--- config.mk ---
export PLATFORM = sky130hd
export DESIGN_NAME = ajuste_relogio
export DESIGN_NICKNAME = d
export VERILOG_FILES = /design/src/rtl/relogio_pkg.sv /design/src/rtl/debounce_botao.sv /design/src/rtl/ajuste_relogio.sv
export SDC_FILE = /design/constraint.sdc
export NUM_CORES = 1
export LEC_CHECK = 0
export BUFFER_PORTS_ARGS = -buffer_cell sky130_fd_sc_hd__clkbuf_2
export CAP_MARGIN = 20
export CORE_ASPECT_RATIO = 0.9
export CORE_UTILIZATION = 56
export CTS_CLUSTER_DIAMETER = 60
export CTS_CLUSTER_SIZE = 8
export DETAILED_ROUTE_END_ITERATION = 7
export GPL_TIMING_DRIVEN = 0
export PLACE_DENSITY_LB_ADDON = 0.12
export RECOVER_POWER = 100
export SLEW_MARGIN = 25
export SYNTH_ARGS = -nofsm -noshare
export SYNTH_HDL_FRONTEND = slang
export SYNTH_HIERARCHICAL = 1
export SYNTH_SLANG_ARGS = --single-unit
--- constraint.sdc ---
create_clock -name clk -period 2.2 [get_ports clk]
set_input_delay 0.11 -clock clk [delete_from_list [all_inputs] [get_ports clk]]
set_output_delay 0.11 -clock clk [all_outputs]
set_load 0.02 [all_outputs]
--- src/rtl/relogio_pkg.sv ---
// relogio_pkg: shared state type, BCD limits and time-field increment helpers for the clock.
package relogio_pkg;
  typedef enum logic [1:0] {RUN, SET_H, SET_M, LOAD} estado_ajuste_t;
  localparam int HR_MAX_MSD = 2;
  localparam int HR_MAX_LSD_AT_2 = 3;
  localparam int MIN_MAX_MSD = 5;
  localparam int BCD_MAX = 9;
  // Anything at or past 23 (including out-of-range loads) wraps to 00.
  function automatic logic [5:0] inc_horas(input logic [1:0] msd, input logic [3:0] lsd);
    logic wrap;
    wrap = msd > 2'(HR_MAX_MSD) || (msd == 2'(HR_MAX_MSD) && lsd >= 4'(HR_MAX_LSD_AT_2));
    return wrap ? 6'd0 : lsd >= 4'(BCD_MAX) ? {msd + 2'd1, 4'd0} : {msd, lsd + 4'd1};
  endfunction
  function automatic logic [6:0] inc_min(input logic [2:0] msd, input logic [3:0] lsd);
    logic wrap;
    wrap = msd > 3'(MIN_MAX_MSD) || (msd == 3'(MIN_MAX_MSD) && lsd >= 4'(BCD_MAX));
    return wrap ? 7'd0 : lsd >= 4'(BCD_MAX) ? {msd + 3'd1, 4'd0} : {msd, lsd + 4'd1};
  endfunction
endpackage

--- src/rtl/debounce_botao.sv ---
// debounce_botao: 2-FF synchronizer, stability debouncer and one-cycle rising-edge pulse.
module debounce_botao #(
  parameter int DEB_CYCLES = 16
) (
  input  logic clk,
  input  logic rst,
  input  logic btn_i,
  output logic pulso_o
);
  localparam int CW = $clog2(DEB_CYCLES + 1);
  logic s1_q, s2_q, nivel_q, nivel_ant_q, pulso_q;
  logic [CW-1:0] cnt_q;
  logic difere, aceita;
  assign difere = s2_q != nivel_q;
  assign aceita = difere && cnt_q == CW'(DEB_CYCLES - 1);
  always_ff @(posedge clk or posedge rst)
    if (rst) begin
      s1_q <= 1'b0;
      s2_q <= 1'b0;
      nivel_q <= 1'b0;
      nivel_ant_q <= 1'b0;
      pulso_q <= 1'b0;
      cnt_q <= '0;
    end else begin
      s1_q <= btn_i;
      s2_q <= s1_q;
      cnt_q <= (difere && !aceita) ? cnt_q + 1'b1 : '0;
      nivel_q <= aceita ? s2_q : nivel_q;
      nivel_ant_q <= nivel_q;
      pulso_q <= nivel_q & ~nivel_ant_q;
    end
  assign pulso_o = pulso_q;
endmodule

--- src/rtl/ajuste_relogio.sv ---
// ajuste_relogio: button-driven HH:MM setting FSM with freeze, one-cycle load and field blink.
module ajuste_relogio
  import relogio_pkg::*;
#(
  parameter int DEB_CYCLES = 16,
  parameter int BLINK_DIV = 8
) (
  input  logic       clk,
  input  logic       rst,
  input  logic       btn_modo,
  input  logic       btn_inc,
  input  logic [1:0] cur_h_msd,
  input  logic [3:0] cur_h_lsd,
  input  logic [2:0] cur_m_msd,
  input  logic [3:0] cur_m_lsd,
  output logic       editando,
  output logic       load,
  output logic [1:0] set_h_msd,
  output logic [3:0] set_h_lsd,
  output logic [2:0] set_m_msd,
  output logic [3:0] set_m_lsd,
  output logic       blank_h,
  output logic       blank_m
);
  localparam int BW = $clog2(BLINK_DIV) > 0 ? $clog2(BLINK_DIV) : 1;
  estado_ajuste_t estado_q, estado_d;
  logic [1:0] h_msd_q, h_msd_d;
  logic [3:0] h_lsd_q, h_lsd_d;
  logic [2:0] m_msd_q, m_msd_d;
  logic [3:0] m_lsd_q, m_lsd_d;
  logic [BW-1:0] pisca_q, pisca_d;
  logic fase_q, fase_d;
  logic editando_q, load_q, blank_h_q, blank_m_q;
  logic modo_p, inc_p, pisca_fim, edita_d;
  debounce_botao #(.DEB_CYCLES(DEB_CYCLES)) u_modo (.clk, .rst, .btn_i(btn_modo), .pulso_o(modo_p));
  debounce_botao #(.DEB_CYCLES(DEB_CYCLES)) u_inc (.clk, .rst, .btn_i(btn_inc), .pulso_o(inc_p));
  assign pisca_fim = pisca_q == BW'(BLINK_DIV - 1);
  assign edita_d = estado_d == SET_H || estado_d == SET_M;
  always_comb begin
    estado_d = estado_q;
    {h_msd_d, h_lsd_d} = {h_msd_q, h_lsd_q};
    {m_msd_d, m_lsd_d} = {m_msd_q, m_lsd_q};
    case (estado_q)
      RUN: if (modo_p) begin
        estado_d = SET_H;
        {h_msd_d, h_lsd_d} = {cur_h_msd, cur_h_lsd};
        {m_msd_d, m_lsd_d} = {cur_m_msd, cur_m_lsd};
      end
      SET_H: if (modo_p) estado_d = SET_M;
      else if (inc_p) {h_msd_d, h_lsd_d} = inc_horas(h_msd_q, h_lsd_q);
      SET_M: if (modo_p) estado_d = LOAD;
      else if (inc_p) {m_msd_d, m_lsd_d} = inc_min(m_msd_q, m_lsd_q);
      default: estado_d = RUN;
    endcase
    // Restart the blink on any state change or edit so the field is shown right away.
    pisca_d = (estado_d != estado_q || inc_p || !edita_d || pisca_fim) ? '0 : pisca_q + 1'b1;
    fase_d = (estado_d != estado_q || inc_p || !edita_d) ? 1'b0 : fase_q ^ pisca_fim;
  end
  always_ff @(posedge clk or posedge rst)
    if (rst) begin
      estado_q <= RUN;
      {h_msd_q, h_lsd_q, m_msd_q, m_lsd_q} <= '0;
      pisca_q <= '0;
      fase_q <= 1'b0;
      editando_q <= 1'b0;
      load_q <= 1'b0;
      blank_h_q <= 1'b0;
      blank_m_q <= 1'b0;
    end else begin
      estado_q <= estado_d;
      {h_msd_q, h_lsd_q, m_msd_q, m_lsd_q} <= {h_msd_d, h_lsd_d, m_msd_d, m_lsd_d};
      pisca_q <= pisca_d;
      fase_q <= fase_d;
      editando_q <= edita_d;
      load_q <= estado_d == LOAD;
      blank_h_q <= estado_d == SET_H && fase_d;
      blank_m_q <= estado_d == SET_M && fase_d;
    end
  assign editando = editando_q;
  assign load = load_q;
  assign {set_h_msd, set_h_lsd, set_m_msd, set_m_lsd} = {h_msd_q, h_lsd_q, m_msd_q, m_lsd_q};
  assign blank_h = blank_h_q;
  assign blank_m = blank_m_q;
endmodule

==> impl_metrics.tcl, run 1 <==
set metrics [dict create \
    status "finished, final reports clean" \
    grt_pass1_vias 1467 \
    max_cap_violations 0 \
    drc 0 \
    setup_viol 0 \
    num_rows 20 \
    wire_per_inst_um 14.4 \
    ys_async_sr_fraction_pct 100 \
    final.min_clock_period_ns 2.09 \
    grt_util_all_layers_pct 21.8 \
    post-place-ws_ns 0.131 \
    synth-main-ff-cell "dfrtp_1" \
    endpoint_kind "register" \
    max_freq_ghz 0.478 \
    finalHoldViolCount 0 \
    max_slew_margin_pct 41.4 \
    tns_ns 0 \
    synth_top_area_share_pct 50.3 \
    h-tree-depth 2 \
    postSynthRegisterBits 43 \
    core_mm2 0.00350 \
    clock-sinks 43 \
    numCtsBuffers 5 \
    critical_path.max_stage_delay_ns 0.44 \
    required_ns 2.38 \
    grt_max_degree 24 \
    grt_overflow 0 \
    via_count 1523 \
    final.setup.worst_slack_ns 0.110 \
    slew_viol_final 0 \
    mostFrequentLayoutCell "dfrtp_1" \
    grt_pass1_wl_um 6420 \
    hpwl_um 2950 \
    period_share_pct 95.0 \
    worstPathMaxFanout 7 \
    n_fill_cell 285 \
    die_h_um 60.6 \
    io_pins 34 \
    critPathBufInv 1 \
    synth-edff-count 0 \
    power_density_mw_per_mm2 579 \
    gp_congestion 0.781 \
    hp-class "in -> reg" \
    critical_path.top_delay_family "compound AO/OA/AOI/OAI gates" \
    start_util_pct 61.1 \
    dieWidth_um 67.2 \
    fin_nets 263 \
    crit_type "reg -> reg" \
    synth_warnings 6 \
    syn2layout_area_growth_pct 14.8 \
    antenna_cells 0 \
    seq_area_frac_synth_pct 50.3 \
    synthDistinctLibCells 49 \
    rrSetupSlack_ns 0.11 \
    clockBufferDepth 2 \
    layout-drive-gt1-share_pct 14.4 \
    path_cells "inv_1, ha_1, or3b_1, o2bb2ai_1, o21ai_2, mux2_2" \
    ir_worst_vdd_mv 0.521 \
    cts-root-buf "clkbuf_8" \
    fp.dieArea_mm2 0.00407 \
    clkTransAtPathRegs_ns 0.08 \
    skew_ns 0.00721 \
    clk_latency_ns 0.29 \
    syn_inst 185 \
    detailedRoute.firstIterationViolations 63 \
    cp.arrival_ns 2.27 \
    synth_area_mm2 0.00214 \
    leakagePower_nw 1.18 \
    first_pass_iters 4 \
    tritoncts "built" \
    final_antenna_net_count 0 \
    ys_top_cells_by_area "dfrtp_1 (50%), ha_1 (11%), inv_1 (3.5%)" \
    start_kind "register" \
    antenna_found_initial 0 \
    rsz0062_at_grt "no" \
    viasPerCell 5.58 \
    critPathSlowestCell "dfrtp_1" \
    wl_um 3940 \
    most-common-layout-cells "dfrtp_1 (43), inv_1 (20), clkbuf_1 (19)" \
    avgSynthCellArea_um2 11.6 \
    tightest_slew_ns 0.878 \
    whs_ns 0.111 \
    syn_nets 220 \
    yosys.area.top_type "dfrtp_1" \
    io_buffers 33 \
]
-- cells in the mapped netlist, drive strengths merged (3+ instances only) --
| cell | instances |
|---|---|
| a21oi | 6 |
| a221oi | 3 |
| a22o | 3 |
| and2 | 4 |
| and3 | 3 |
| dfrtp | 43 |
| ha | 18 |
| inv | 20 |
| mux2 | 5 |
| nand2 | 8 |
| nand2b | 5 |
| nor2 | 5 |
| nor2b | 4 |
| nor3 | 7 |
| o21a | 3 |
| o21ai | 6 |
| o22ai | 4 |
| xnor2 | 5 |
-- state kept, by name, summed over array words and instances, names as in the netlist, 2 cells and up --
name,cells
estado_q,2
pisca_q,3
set_h_lsd,4
set_h_msd,2
set_m_lsd,4
set_m_msd,3
u_inc/cnt_q,5
u_modo/cnt_q,5
-- worst min-delay path, stage by stage --
cell      delay [ns]
clkbuf_2        0.08
a221oi_1        0.06
a21oi_1         0.11
-- final cells by class --
type | instances | area, um^2 | share of cell area (%)
repair buffers | 36 | 173 | 7.03
well taps | 44 | 55.1 | 2.24
flip-flops and latches | 43 | 1080 | 43.8
plain buffers | 2 | 11.3 | 0.458
inverters | 20 | 75.1 | 3.06
multi-input cells | 120 | 967 | 39.4
clock inverters | 2 | 16.3 | 0.662
clock buffers | 6 | 82.6 | 3.36
-- cells by family (layout without fill, tap and decap cells) --
family	Yosys count	count (layout)	share of synthesized area, %
compound gates	42	42	15.6
mux	6	6	3.45
fa+ha+maj	18	18	10.5
flops	43	43	50.3
xor+xnor	5	5	2.05
simple gates	49	49	14.0
buf+inv	22	66	4.03
-- metrics by stage --
step	util, %	instance area [um^2]	std cells	total power, mW
global placement	67.4	2360	262	0.908
global route	70.1	2460	273	1.49
finish	70.1	2460	273	1.42
floorplan	-	2140	185	0.883
detailed placement	67.4	2360	262	0.918
CTS	71.0	2490	273	1.44
-- worst paths after layout --
path,from,endpoint,cells after the start
max,set_h_lsd[1]$_DFFE_PP0P_,set_h_msd[1]$_DFFE_PP0P_,6
min,cur_m_lsd[1],set_m_lsd[1]$_DFFE_PP0P_,3
max reg2reg,set_h_lsd[1]$_DFFE_PP0P_,set_h_msd[1]$_DFFE_PP0P_,6
min reg2reg,u_inc/s1_q$_DFF_PP0_,u_inc/s2_q$_DFF_PP0_,0
max in group asynchronous,rst,set_h_msd[0]$_DFFE_PP0P_,3
min in group asynchronous,rst,u_inc/cnt_q[0]$_DFF_PP0_,3
-- where the power goes --
| group | leakage [nW] | switching (mW) | internal [mW] |
|---|---|---|---|
| clock network | 0.0474 | 0.262 | 0.256 |
| registers | 0.566 | 0.0154 | 0.805 |
| logic | 0.566 | 0.0470 | 0.0358 |
-- per-layer routing --
layer	GRT usage [%]	wire length, um	vias to the layer above	share of wire [%]
met5	0	0	-	0
met4	6.38	30	0	0.76
met3	7.33	145	4	3.7
met2	37.6	2030	31	51
met1	26.2	1730	739	44
li1	-	-	749	-
-- repair_timing --
item | in CTS | in global routing
hold endpoints to repair | 22 | 0
hold buffers | 3 | 0
gates resized for setup | 0 | 0
buffers inserted | 0 | 0
Power figures use the tool's default switching activity.
==> inputs of run 2 (changes only) <==
- CELL_PAD_IN_SITES_DETAIL_PLACEMENT: unset -> 1
- CELL_PAD_IN_SITES_GLOBAL_PLACEMENT: unset -> 2
- CORE_UTILIZATION: 56 -> 37
- clock period: 2.2 -> 2.1 ns (I/O delays scaled with it)
==> run 2 against run 1 <==
Compared with the run above:
- critical path depth grew 1
- routed wire length grew 16%
- setup slack lost 0.025 ns
- non-clock buffer count grew 2
- via count grew 2.0%
- critical path type unchanged
- highest routed layer unchanged
==> impl_metrics.tcl, run 2 (same netlist as run 1, synthesis figures left out) <==
set metrics [dict create \
    status "finished, final reports clean" \
    worst_r2r_path_depth 7 \
    required_ns 2.29 \
    syn2layout_area_growth_pct 18.2 \
    h-tree-depth 2 \
    die_h_um 74.1 \
    drc 0 \
    p_clk_share_pct 37.4 \
    critical_path.max_stage_delay_ns 0.43 \
    post-place-ws_ns 0.0226 \
    clk_latency_ns 0.30 \
    n_fill_cell 622 \
    wire_per_inst_um 15.3 \
    mostFrequentLayoutCell "dfrtp_1" \
    p_int_mw 1.15 \
    cp_num_cells 7 \
    worstPathMaxFanout 5 \
    critPathSlowestCell "dfrtp_1" \
    finalHoldViolCount 0 \
    grt_pass1_vias 1761 \
    first_pass_iters 4 \
    grt_max_degree 24 \
    layout-drive-gt1-share_pct 18.6 \
    cp.arrival_ns 2.21 \
    cts-root-buf "clkbuf_8" \
    swShare_pct 23.9 \
    antenna_found_initial 0 \
    hpwl_um 3390 \
    core_mm2 0.00541 \
    whs_ns 0.113 \
    fp.dieArea_mm2 0.00609 \
    p_switching_uw 361 \
    critical_path.top_delay_family "simple AND/OR/NAND/NOR gates" \
    gp_congestion 0.766 \
    detailedRoute.firstIterationViolations 42 \
    path_cells "inv_1, ha_1, or3b_4, a221oi_4, buf_4, nor2_4, mux2_4" \
    hp-class "in -> reg" \
    power_density_mw_per_mm2 598 \
    clkTransAtPathRegs_ns 0.09 \
    leakagePower_nw 1.20 \
    crit_type "reg -> reg" \
    detailed_place.area_mm2 0.00239 \
    final_cell_area_mm2 0.00253 \
    viasPerCell 5.21 \
    fin_nets 265 \
    skew_ns 0.00777 \
    wl_um 4550 \
    numCtsBuffers 5 \
    clock-sinks 43 \
    antenna_cells 0 \
    start_util_pct 39.5 \
    io_pins 34 \
    num_rows 25 \
    hold_depth 3 \
    max_freq_ghz 0.496 \
    final_antenna_net_count 0 \
    tritoncts "built" \
    tns_ns 0 \
    io_buffers 33 \
    pwr-share-comb_pct 5.8 \
    via_count 1554 \
    ir_worst_vdd_mv 0.407 \
    clockBufferDepth 2 \
    slew_viol_final 0 \
    period_share_pct 95.9 \
    critPathBufInv 2 \
    endpoint_kind "register" \
    most-common-layout-cells "dfrtp_1 (43), inv_1 (20), clkbuf_1 (19)" \
    top_regs "u_inc/cnt_q: 5 flops, u_modo/cnt_q: 5 flops" \
    power_mw 1.51 \
    grt_pass1_wl_um 7940 \
    max_slew_margin_pct 35.3 \
    tightest_slew_ns 0.970 \
    dieWidth_um 82.2 \
    setup_viol 0 \
    seqPwrFrac_pct 56.9 \
    grt_util_all_layers_pct 17.4 \
    start_kind "register" \
    max_cap_violations 0 \
    grt_overflow 0 \
    final.setup.worst_slack_ns 0.0851 \
    final.min_clock_period_ns 2.01 \
]
[run 2: cell types whose count changed in the layout (fill, tap and decap cells not counted), sizes merged]
cell,before,now
buf,1,3
[run 2: power groups by stage]
stage	sequential, mW	combinational [mW]	clock (mW)
2_1_floorplan	0.875	0.0503	0
3_3_place_gp	0.874	0.0803	0
3_5_place_dp	0.876	0.0862	0
4_1_cts	0.860	0.0908	0.596
5_1_grt	0.863	0.100	0.619
6_report	0.859	0.0870	0.565
[run 2: through the flow]
step                      cells  util (%)
after floorplan             185         -
after global placement      285      44.1
after detailed placement    285      44.1
after CTS                   296      46.6
after global routing        298      46.7
final                       298      46.7
[run 2: per-layer routing]
layer	up-vias	global-route usage, %	share of wire [%]
met3	4	3.68	2.9
li1	750	-	-
met2	21	31.3	51
met1	779	20.1	45
met4	0	7.02	1.3
met5	-	0	0
[run 2: worst register-to-register path: stages (launching register included)]
cell and delay [ns]:
dfrtp_1 0.43, inv_1 0.12, ha_1 0.15, or3b_4 0.40, a221oi_4 0.28, buf_4 0.18, nor2_4 0.05, mux2_4 0.30
[run 2: worst paths after layout]
check                                             to  slack, ns                     start
max                         set_m_msd[0]$_DFFE_PP0P_       0.09  set_m_lsd[0]$_DFFE_PP0P_
min                         set_m_lsd[0]$_DFFE_PP0P_       0.11              cur_m_lsd[0]
max reg2reg                 set_m_msd[0]$_DFFE_PP0P_       0.09  set_m_lsd[0]$_DFFE_PP0P_
min reg2reg                     u_inc/s2_q$_DFF_PP0_       0.36      u_inc/s1_q$_DFF_PP0_
max in group asynchronous   set_h_msd[0]$_DFFE_PP0P_       0.92                       rst
min in group asynchronous  u_inc/nivel_q$_DFFE_PP0P_       0.34                       rst
[run 2: layout make-up]
type	instances	area [um^2]	area share, %
Sequential cell	43	1080	42.6
Clock buffer	6	82.6	3.27
Inverter	20	75.1	2.97
Buffer	2	11.3	0.445
Clock inverter	2	16.3	0.643
Tap cell	67	83.8	3.32
Timing Repair Buffer	38	188	7.42
Multi-Input combinational cell	120	996	39.4
[run 2: repair_timing]
item                       in CTS  in global routing
setup endpoints to repair       2                  6
setup buffers                   0                  2
hold buffers                    3                  0
cloned                          0                  0
pin swaps                       0                  1
gates resized for setup         2                  5
hold endpoints to repair       22                  0
